$ cat config.mk
export PLATFORM = sky130hd
export DESIGN_NAME = fread_spi_responder
export DESIGN_NICKNAME = d
export VERILOG_FILES = /design/src/rtl/fread_spi_responder.sv
export SDC_FILE = /design/constraint.sdc
export NUM_CORES = 1
export LEC_CHECK = 0
export ABC_AREA = 1
export CORE_MARGIN = 2
export CORE_UTILIZATION = 56
export DETAILED_ROUTE_END_ITERATION = 7
export PLACE_DENSITY = 0.88
export SYNTH_ARGS = -nofsm -noshare
export SYNTH_HDL_FRONTEND = slang
export SYNTH_SLANG_ARGS = --single-unit
export TNS_END_PERCENT = 1
$ cat constraint.sdc
create_clock -name clk -period 4 [get_ports clk]
set_input_delay 1 -clock clk [delete_from_list [all_inputs] [get_ports clk]]
set_output_delay 1 -clock clk [all_outputs]
set_load 0.005 [all_outputs]
$ cat src/rtl/fread_spi_responder.sv
// SPI mode-0 flash read responder: accepts a byte offset, issues READ (0x03)
// with a 24-bit address, then streams CHUNK_BYTES bytes out as one-cycle strobes.
module fread_spi_responder #(
    parameter int unsigned CHUNK_BYTES = 2048,
    parameter int unsigned DIV         = 1
) (
    input  logic        clk,
    input  logic        reset,
    input  logic [31:0] req_offset,
    input  logic        req_valid,
    output logic        req_ready,
    output logic [7:0]  resp_data,
    output logic        resp_valid,
    output logic        spi_clk,
    output logic        spi_cs_n,
    output logic        spi_mosi,
    input  logic        spi_miso
);

    typedef enum logic [1:0] {
        IDLE = 2'd0,
        CMD  = 2'd1,
        DATA = 2'd2,
        GAP  = 2'd3
    } state_e;

    localparam logic [15:0] CHUNK_W  = CHUNK_BYTES[15:0];
    localparam logic [7:0]  DIV_LAST = 8'(DIV - 32'd1);

    state_e      state_q, state_d;
    logic [7:0]  div_cnt_q, div_cnt_d;
    logic [4:0]  bit_cnt_q, bit_cnt_d;
    logic [15:0] byte_cnt_q, byte_cnt_d;
    logic [31:0] cmd_sr_q, cmd_sr_d;
    logic [7:0]  rx_sr_q, rx_sr_d;
    logic        sclk_q, sclk_d;
    logic        csn_q, csn_d;
    logic        req_ready_q, req_ready_d;
    logic        pend_q, pend_d;
    logic        resp_valid_q, resp_valid_d;
    logic [7:0]  resp_data_q, resp_data_d;
    logic        gap_cnt_q, gap_cnt_d;
    logic        phase_end_s;
    logic        unused_hi_s;

    // Upper offset byte is outside the flash's 24-bit address space.
    assign unused_hi_s = ^req_offset[31:24];
    assign phase_end_s = (div_cnt_q == DIV_LAST);

    // State and datapath registers with asynchronous reset.
    always_ff @(posedge clk or posedge reset) begin
        if (reset) begin
            state_q      <= IDLE;
            div_cnt_q    <= 8'd0;
            bit_cnt_q    <= 5'd0;
            byte_cnt_q   <= 16'd0;
            cmd_sr_q     <= 32'd0;
            rx_sr_q      <= 8'd0;
            sclk_q       <= 1'b0;
            csn_q        <= 1'b1;
            req_ready_q  <= 1'b0;
            pend_q       <= 1'b0;
            resp_valid_q <= 1'b0;
            resp_data_q  <= 8'd0;
            gap_cnt_q    <= 1'b0;
        end else begin
            state_q      <= state_d;
            div_cnt_q    <= div_cnt_d;
            bit_cnt_q    <= bit_cnt_d;
            byte_cnt_q   <= byte_cnt_d;
            cmd_sr_q     <= cmd_sr_d;
            rx_sr_q      <= rx_sr_d;
            sclk_q       <= sclk_d;
            csn_q        <= csn_d;
            req_ready_q  <= req_ready_d;
            pend_q       <= pend_d;
            resp_valid_q <= resp_valid_d;
            resp_data_q  <= resp_data_d;
            gap_cnt_q    <= gap_cnt_d;
        end
    end

    // Next-state and next-output logic for the transfer sequencer.
    always_comb begin
        state_d    = state_q;
        div_cnt_d  = div_cnt_q;
        bit_cnt_d  = bit_cnt_q;
        byte_cnt_d = byte_cnt_q;
        cmd_sr_d   = cmd_sr_q;
        rx_sr_d    = rx_sr_q;
        sclk_d     = sclk_q;
        csn_d      = csn_q;
        pend_d     = 1'b0;
        gap_cnt_d  = gap_cnt_q;
        // A byte assembled on the previous edge is presented one cycle later.
        resp_valid_d = pend_q;
        if (pend_q) begin
            resp_data_d = rx_sr_q;
        end else begin
            resp_data_d = resp_data_q;
        end

        case (state_q)
            IDLE: begin
                sclk_d = 1'b0;
                csn_d  = 1'b1;
                if (req_valid && req_ready_q) begin
                    state_d    = CMD;
                    csn_d      = 1'b0;
                    cmd_sr_d   = {8'h03, req_offset[23:0]};
                    div_cnt_d  = 8'd0;
                    bit_cnt_d  = 5'd0;
                    byte_cnt_d = 16'd0;
                end else begin
                    state_d = IDLE;
                end
            end
            CMD: begin
                if (phase_end_s) begin
                    div_cnt_d = 8'd0;
                    sclk_d    = ~sclk_q;
                    // MOSI advances only on the falling edge of spi_clk.
                    if (sclk_q) begin
                        cmd_sr_d = {cmd_sr_q[30:0], 1'b0};
                        if (bit_cnt_q == 5'd31) begin
                            state_d   = DATA;
                            bit_cnt_d = 5'd0;
                        end else begin
                            bit_cnt_d = bit_cnt_q + 5'd1;
                        end
                    end else begin
                        cmd_sr_d = cmd_sr_q;
                    end
                end else begin
                    div_cnt_d = div_cnt_q + 8'd1;
                end
            end
            DATA: begin
                if (phase_end_s) begin
                    div_cnt_d = 8'd0;
                    sclk_d    = ~sclk_q;
                    if (sclk_q) begin
                        rx_sr_d = {rx_sr_q[6:0], spi_miso};
                        if (bit_cnt_q == 5'd7) begin
                            bit_cnt_d  = 5'd0;
                            pend_d     = 1'b1;
                            byte_cnt_d = byte_cnt_q + 16'd1;
                            if ((byte_cnt_q + 16'd1) == CHUNK_W) begin
                                state_d   = GAP;
                                csn_d     = 1'b1;
                                gap_cnt_d = 1'b0;
                            end else begin
                                state_d = DATA;
                            end
                        end else begin
                            bit_cnt_d = bit_cnt_q + 5'd1;
                        end
                    end else begin
                        rx_sr_d = rx_sr_q;
                    end
                end else begin
                    div_cnt_d = div_cnt_q + 8'd1;
                end
            end
            GAP: begin
                sclk_d = 1'b0;
                csn_d  = 1'b1;
                if (gap_cnt_q) begin
                    state_d   = IDLE;
                    gap_cnt_d = 1'b0;
                end else begin
                    gap_cnt_d = 1'b1;
                end
            end
            default: begin
                state_d = IDLE;
                sclk_d  = 1'b0;
                csn_d   = 1'b1;
            end
        endcase

        if (state_d == IDLE) begin
            req_ready_d = 1'b1;
        end else begin
            req_ready_d = 1'b0;
        end
    end

    assign req_ready  = req_ready_q;
    assign resp_data  = resp_data_q;
    assign resp_valid = resp_valid_q;
    assign spi_clk    = sclk_q;
    assign spi_cs_n   = csn_q;
    assign spi_mosi   = cmd_sr_q[31];

endmodule

Word-level counts from Yosys, hierarchy flattened

Index checks and enable logic that the tools add are counted.

Register bits after elaboration: 85
Input port bits: 36
Output and inout bits: 13

Muxes and demuxes: 49
Add/sub/neg operators: 3
Equality and inequality tests: 14
Bitwise operators: 1
Reduce and logical (&&, ||, !) cells: 19

Operators by type and width:

| operator                                                                | count |
|---|---|
| 32-bit 2-to-1 mux                                                       | 3 |
| 16-bit 2-to-1 mux                                                       | 4 |
| 32-bit case mux with 2 select lines                                     | 1 |
| 5-bit 2-to-1 mux                                                        | 7 |
| 16-bit case mux with 2 select lines                                     | 1 |
| 1-bit 2-to-1 mux                                                        | 18 |
| 16-bit by 1-bit adder with 16-bit output, second input constant         | 1 |
| 16-bit by 12-bit equality test with 1-bit output, second input constant | 1 |
| 8-bit 2-to-1 mux                                                        | 2 |
| 8-bit case mux with 2 select lines                                      | 1 |
| 5-bit case mux with 3 select lines                                      | 1 |
| 5-bit AND reduction                                                     | 3 |
| 2-bit 2-to-1 mux                                                        | 7 |
| 2-bit != test, second input constant                                    | 7 |
| 8-bit by 1-bit adder with 8-bit output, second input constant           | 1 |
| 8-bit zero test                                                         | 1 |
| 2-bit case mux with 4 select lines                                      | 1 |
| 2-bit nonzero test                                                      | 4 |
| 6-bit AND reduction                                                     | 1 |
| 3-bit nonzero test                                                      | 2 |
| 5-bit by 1-bit adder with 5-bit output, second input constant           | 1 |
| 5-bit by 3-bit equality test with 1-bit output, second input constant   | 1 |
| 5-bit equality test, second input constant                              | 1 |
| 2-bit equality test, second input constant                              | 2 |
| other kinds (11)                                                        | 14 |

Depth between registers and ports, before layout

Depth after elaboration: 9
Mapped depth: 13
Depth with buffers taken out: 13

Worst setup path before layout

No wires, ideal clock.

Path kind: input -> register
Start: input req_valid
End: register div_cnt_q[6]
Cell stages on the path: 9
Setup time: 123 ps
Slack: 1945 ps
Arrival: 1932 ps
Required time: 3877 ps
Buffers on the path: 0
Cell sequence: nand2_1 > nand2_1 > o21ai_1 > nor3_1 > inv_1 > nor3_1 > nand2_1 > o22ai_1 > a21oi_1

Longest elaborated chain between the ends: 3

Ends and longest elaborated chain:

| what                          | line | RTL |
|---|---|---|
| from (decl)                   | 10   | `input logic req_valid,` |
| 1-bit logical AND             | 107  | `if (req_valid && req_ready_q) begin` |
| 2-bit != test (no line)       | n/a  |  |
| 2-bit AND reduction (no line) | n/a  |  |
| to (signal assigned)          | 68   | `div_cnt_q <= div_cnt_d;` |
| to (decl)                     | 31   | `logic [7:0] div_cnt_q, div_cnt_d;` |

No other way between the ends.
A chain may end at the register's enable or synchronous reset.

Final worst setup path

Start: input req_valid
End: register byte_cnt_q[2]

Longest elaborated chain between the ends: 3

Ends and longest elaborated chain:

| what                          | line | RTL |
|---|---|---|
| 1-bit logical AND             | 107  |  |
| 2-bit != test (no line)       | n/a  |  |
| 5-bit AND reduction (no line) | n/a  |  |
| to (signal assigned)          | 70   | `byte_cnt_q <= byte_cnt_d;` |
| to (decl)                     | 33   | `logic [15:0] byte_cnt_q, byte_cnt_d;` |

No other way between the ends.

==> metrics.cfg <==
[synth]
synth.area.top_cells=dfrtp_1, nand2_1, inv_1
synth_xor_area_share_pct=0.619
synth_top_area_cell=dfrtp_1
netlist_instances=508
ys_seq_area_share_pct=50.1
synth_top_area_share_pct=49.5
synth_compound_area_share_pct=14.3
synth_cell_type_count=38
synth_common_cells=nand2_1, dfrtp_1, inv_1, nor2_1, o21ai_0
synth_top_family_by_area=simple AND/OR/NAND/NOR gates
ys_async_sr_fraction_pct=100
synth_area_per_cell_um2=8.36
synth_flop_cell=dfrtp_1
synth-simple-area-share_pct=24.2
ys_ff_latch=85
synth.area.mux_share_pct=0.766
synth_edf_count=0
synth_nets=554
ys_warn_count=0
yosysMostFrequentCell=nand2_1
syn_area_mm2=0.00425
synthAdderAreaFrac_pct=2.95

[layout]
area_delta_synth_final_pct=15.4
fin_nets=592
utilization_pct=67.2
drive_gt1_share_pct=10.2
fillers=602
antenna_cells=0

[global_routing]
antenna_found_initial=0
gr-total-overflow=0
grt_pass1_vias=3301
grt_usage_pct=21.2
grt_pass1_wl_mm=14.4
grt_max_degree=65

[timing]
clock.fmax_ghz=0.370
setup_violations=0
period_needed_ns=2.70
worst_pin_slew_ns=0.895
finalCritPeriodShare_pct=67.6
final.setup.tns_ns=0
slew_headroom_pct=40.1
final_hold_viol_count=0
grt_setup_unrepaired=no
skew_ns=0.0139
slew_violations=0

[die]
initial_core_util_pct=58.3
rows=31
die_width_um=91.1
coreArea_mm2=0.00729
dieArea_mm2=0.00830
die_height_um=91.1
ios=49

[detailed_routing]
num_vias=3573
dr.pass1.iters=4
routed_wl_mm=8.42
viasPerCell=5.51
drtAntennaViolNets=0
drc_errors=0
routedWlPerCell_um=13.0
drt_iter0_drc=221

[critical_path]
critPathKind=primary input to flip-flop
critPathRequiredTime_ns=4.27
arrival_ns=2.97
reg2reg_depth=9
crit_fanout=14
start_kind=primary input
end_kind=flip-flop

[min_path]
hp-class=flip-flop to flip-flop
hold_path_depth=2

[clocking]
cts_buffers=9
clock_path_buffers=2
clkSinkCount=85
post_cts_buffers=0
cts_tree=built
cts_resized=0
clk_latency_ns=0.36
htreeDepth=3
path_clk_slew_ns=0.08
clockRootBuffer=clkbuf_8
cts_hold_buf=0

[power_and_ir_drop]
ir_drop_mv=0.163
power.density_mw_per_mm2=295
leakage_nw=2.19
p_total_mw=1.45

[placed_design]
portBuffers=40
hpwlAfterDp_mm=5.99
gp_congestion=0.858

[run]
maxCapViolCount=0

[status]
status=completed

-- registers in the layout (all words and copies together) (netlist names) --
name and flops:
byte_cnt_q 16, state_q 2, gap_cnt_q 1, spi_clk 1, div_cnt_q 8, resp_data 8, spi_cs_n 1, bit_cnt_q 5
cmd_sr_q 32, pend_q 1, req_ready 1, rx_sr_q 8, resp_valid 1
-- routing by layer --
| layer | share of wire (%) | track usage (%) |
|---|---|---|
| met1 | 42 | 26.8 |
| met2 | 52 | 37.0 |
| met3 | 4.6 | 3.73 |
| met4 | 1.0 | 7.07 |
| met5 | 0 | 0 |
-- per-stage QoR --
stage / cell area, um2 / std cells / hold WS (ns) / setup WS [ns]
after floorplan: 4250 / 508 / 0.446 / 0.808
after global placement: 4730 / 634 / 0.464 / 1.00
after detailed placement: 4730 / 634 / 0.476 / 0.938
after CTS: 4900 / 649 / 0.498 / 1.31
after global routing: 4900 / 649 / 0.505 / 1.14
final: 4900 / 649 / 0.493 / 1.30
-- logic make-up after synthesis --
family                   Yosys count
AO/OA/AOI/OAI                    101
XOR/XNOR                           3
adder cells (fa/ha/maj)           10
buffers and inverters             74
flip-flops                        85
multiplexers                       3
AND/OR/NAND/NOR                  232
-- critical path: stages --
cell	delay (ns)
clkdlybuf4s50_1	0.46
nand2_1	0.08
nand2_1	0.16
o21ai_0	0.11
nor2_1	0.28
nand2_2	0.15
inv_2	0.25
nand2_2	0.26
o21ai_0	0.23
-- area by class of cell --
class / instances / area [um2] / area share, %
Clock inverter: 6 / 48.8 / 0.995
Multi-Input combinational cell: 349 / 1820 / 37.1
Inverter: 57 / 215 / 4.39
Timing Repair Buffer: 44 / 443 / 9.04
Tap cell: 99 / 124 / 2.53
Clock buffer: 9 / 124 / 2.53
Sequential cell: 85 / 2130 / 43.4
-- placed cells by master, fill, tap and decap left out, types with 3 or more instances in the layout --
master           netlist  layout
nor3_1                 6       6
inv_2                  6       6
o21ai_0               30      30
clkdlybuf4s50_1        0      40
ha_1                  10      10
nand3_2                4       4
nand2_1              116     116
clkinvlp_4             0       3
nand2_2                5       5
o22ai_2                3       3
nand3_1               27      27
o22ai_1               10      10
a31oi_1               23      23
dfrtp_1               84      84
clkbuf_8               0       9
a21oi_1               22      22
inv_1                 51      50
o21ai_1                8       8
nand4_1                7       7
nor2_1                51      51
nor2_2                 7       7
buf_4                  1       3
-- worst paths after layout --
check	start	to	slack, ns
worst max-delay path	req_valid	byte_cnt_q[2]	1.30
worst min-delay path	spi_cs_n	spi_cs_n	0.49
worst max register to register	state_q[0]	byte_cnt_q[2]	1.60
worst min register to register	spi_cs_n	spi_cs_n	0.49
max in group asynchronous	reset	spi_cs_n	2.18
min in group asynchronous	reset	cmd_sr_q[1]	1.09
-- where the power goes --
group          switching [mW]  internal, mW
Sequential                  0         0.858
Clock                   0.316         0.226
Combinational          0.0204        0.0249
Total                   0.336          1.11
Note: power is estimated with default switching activity, not from simulation.
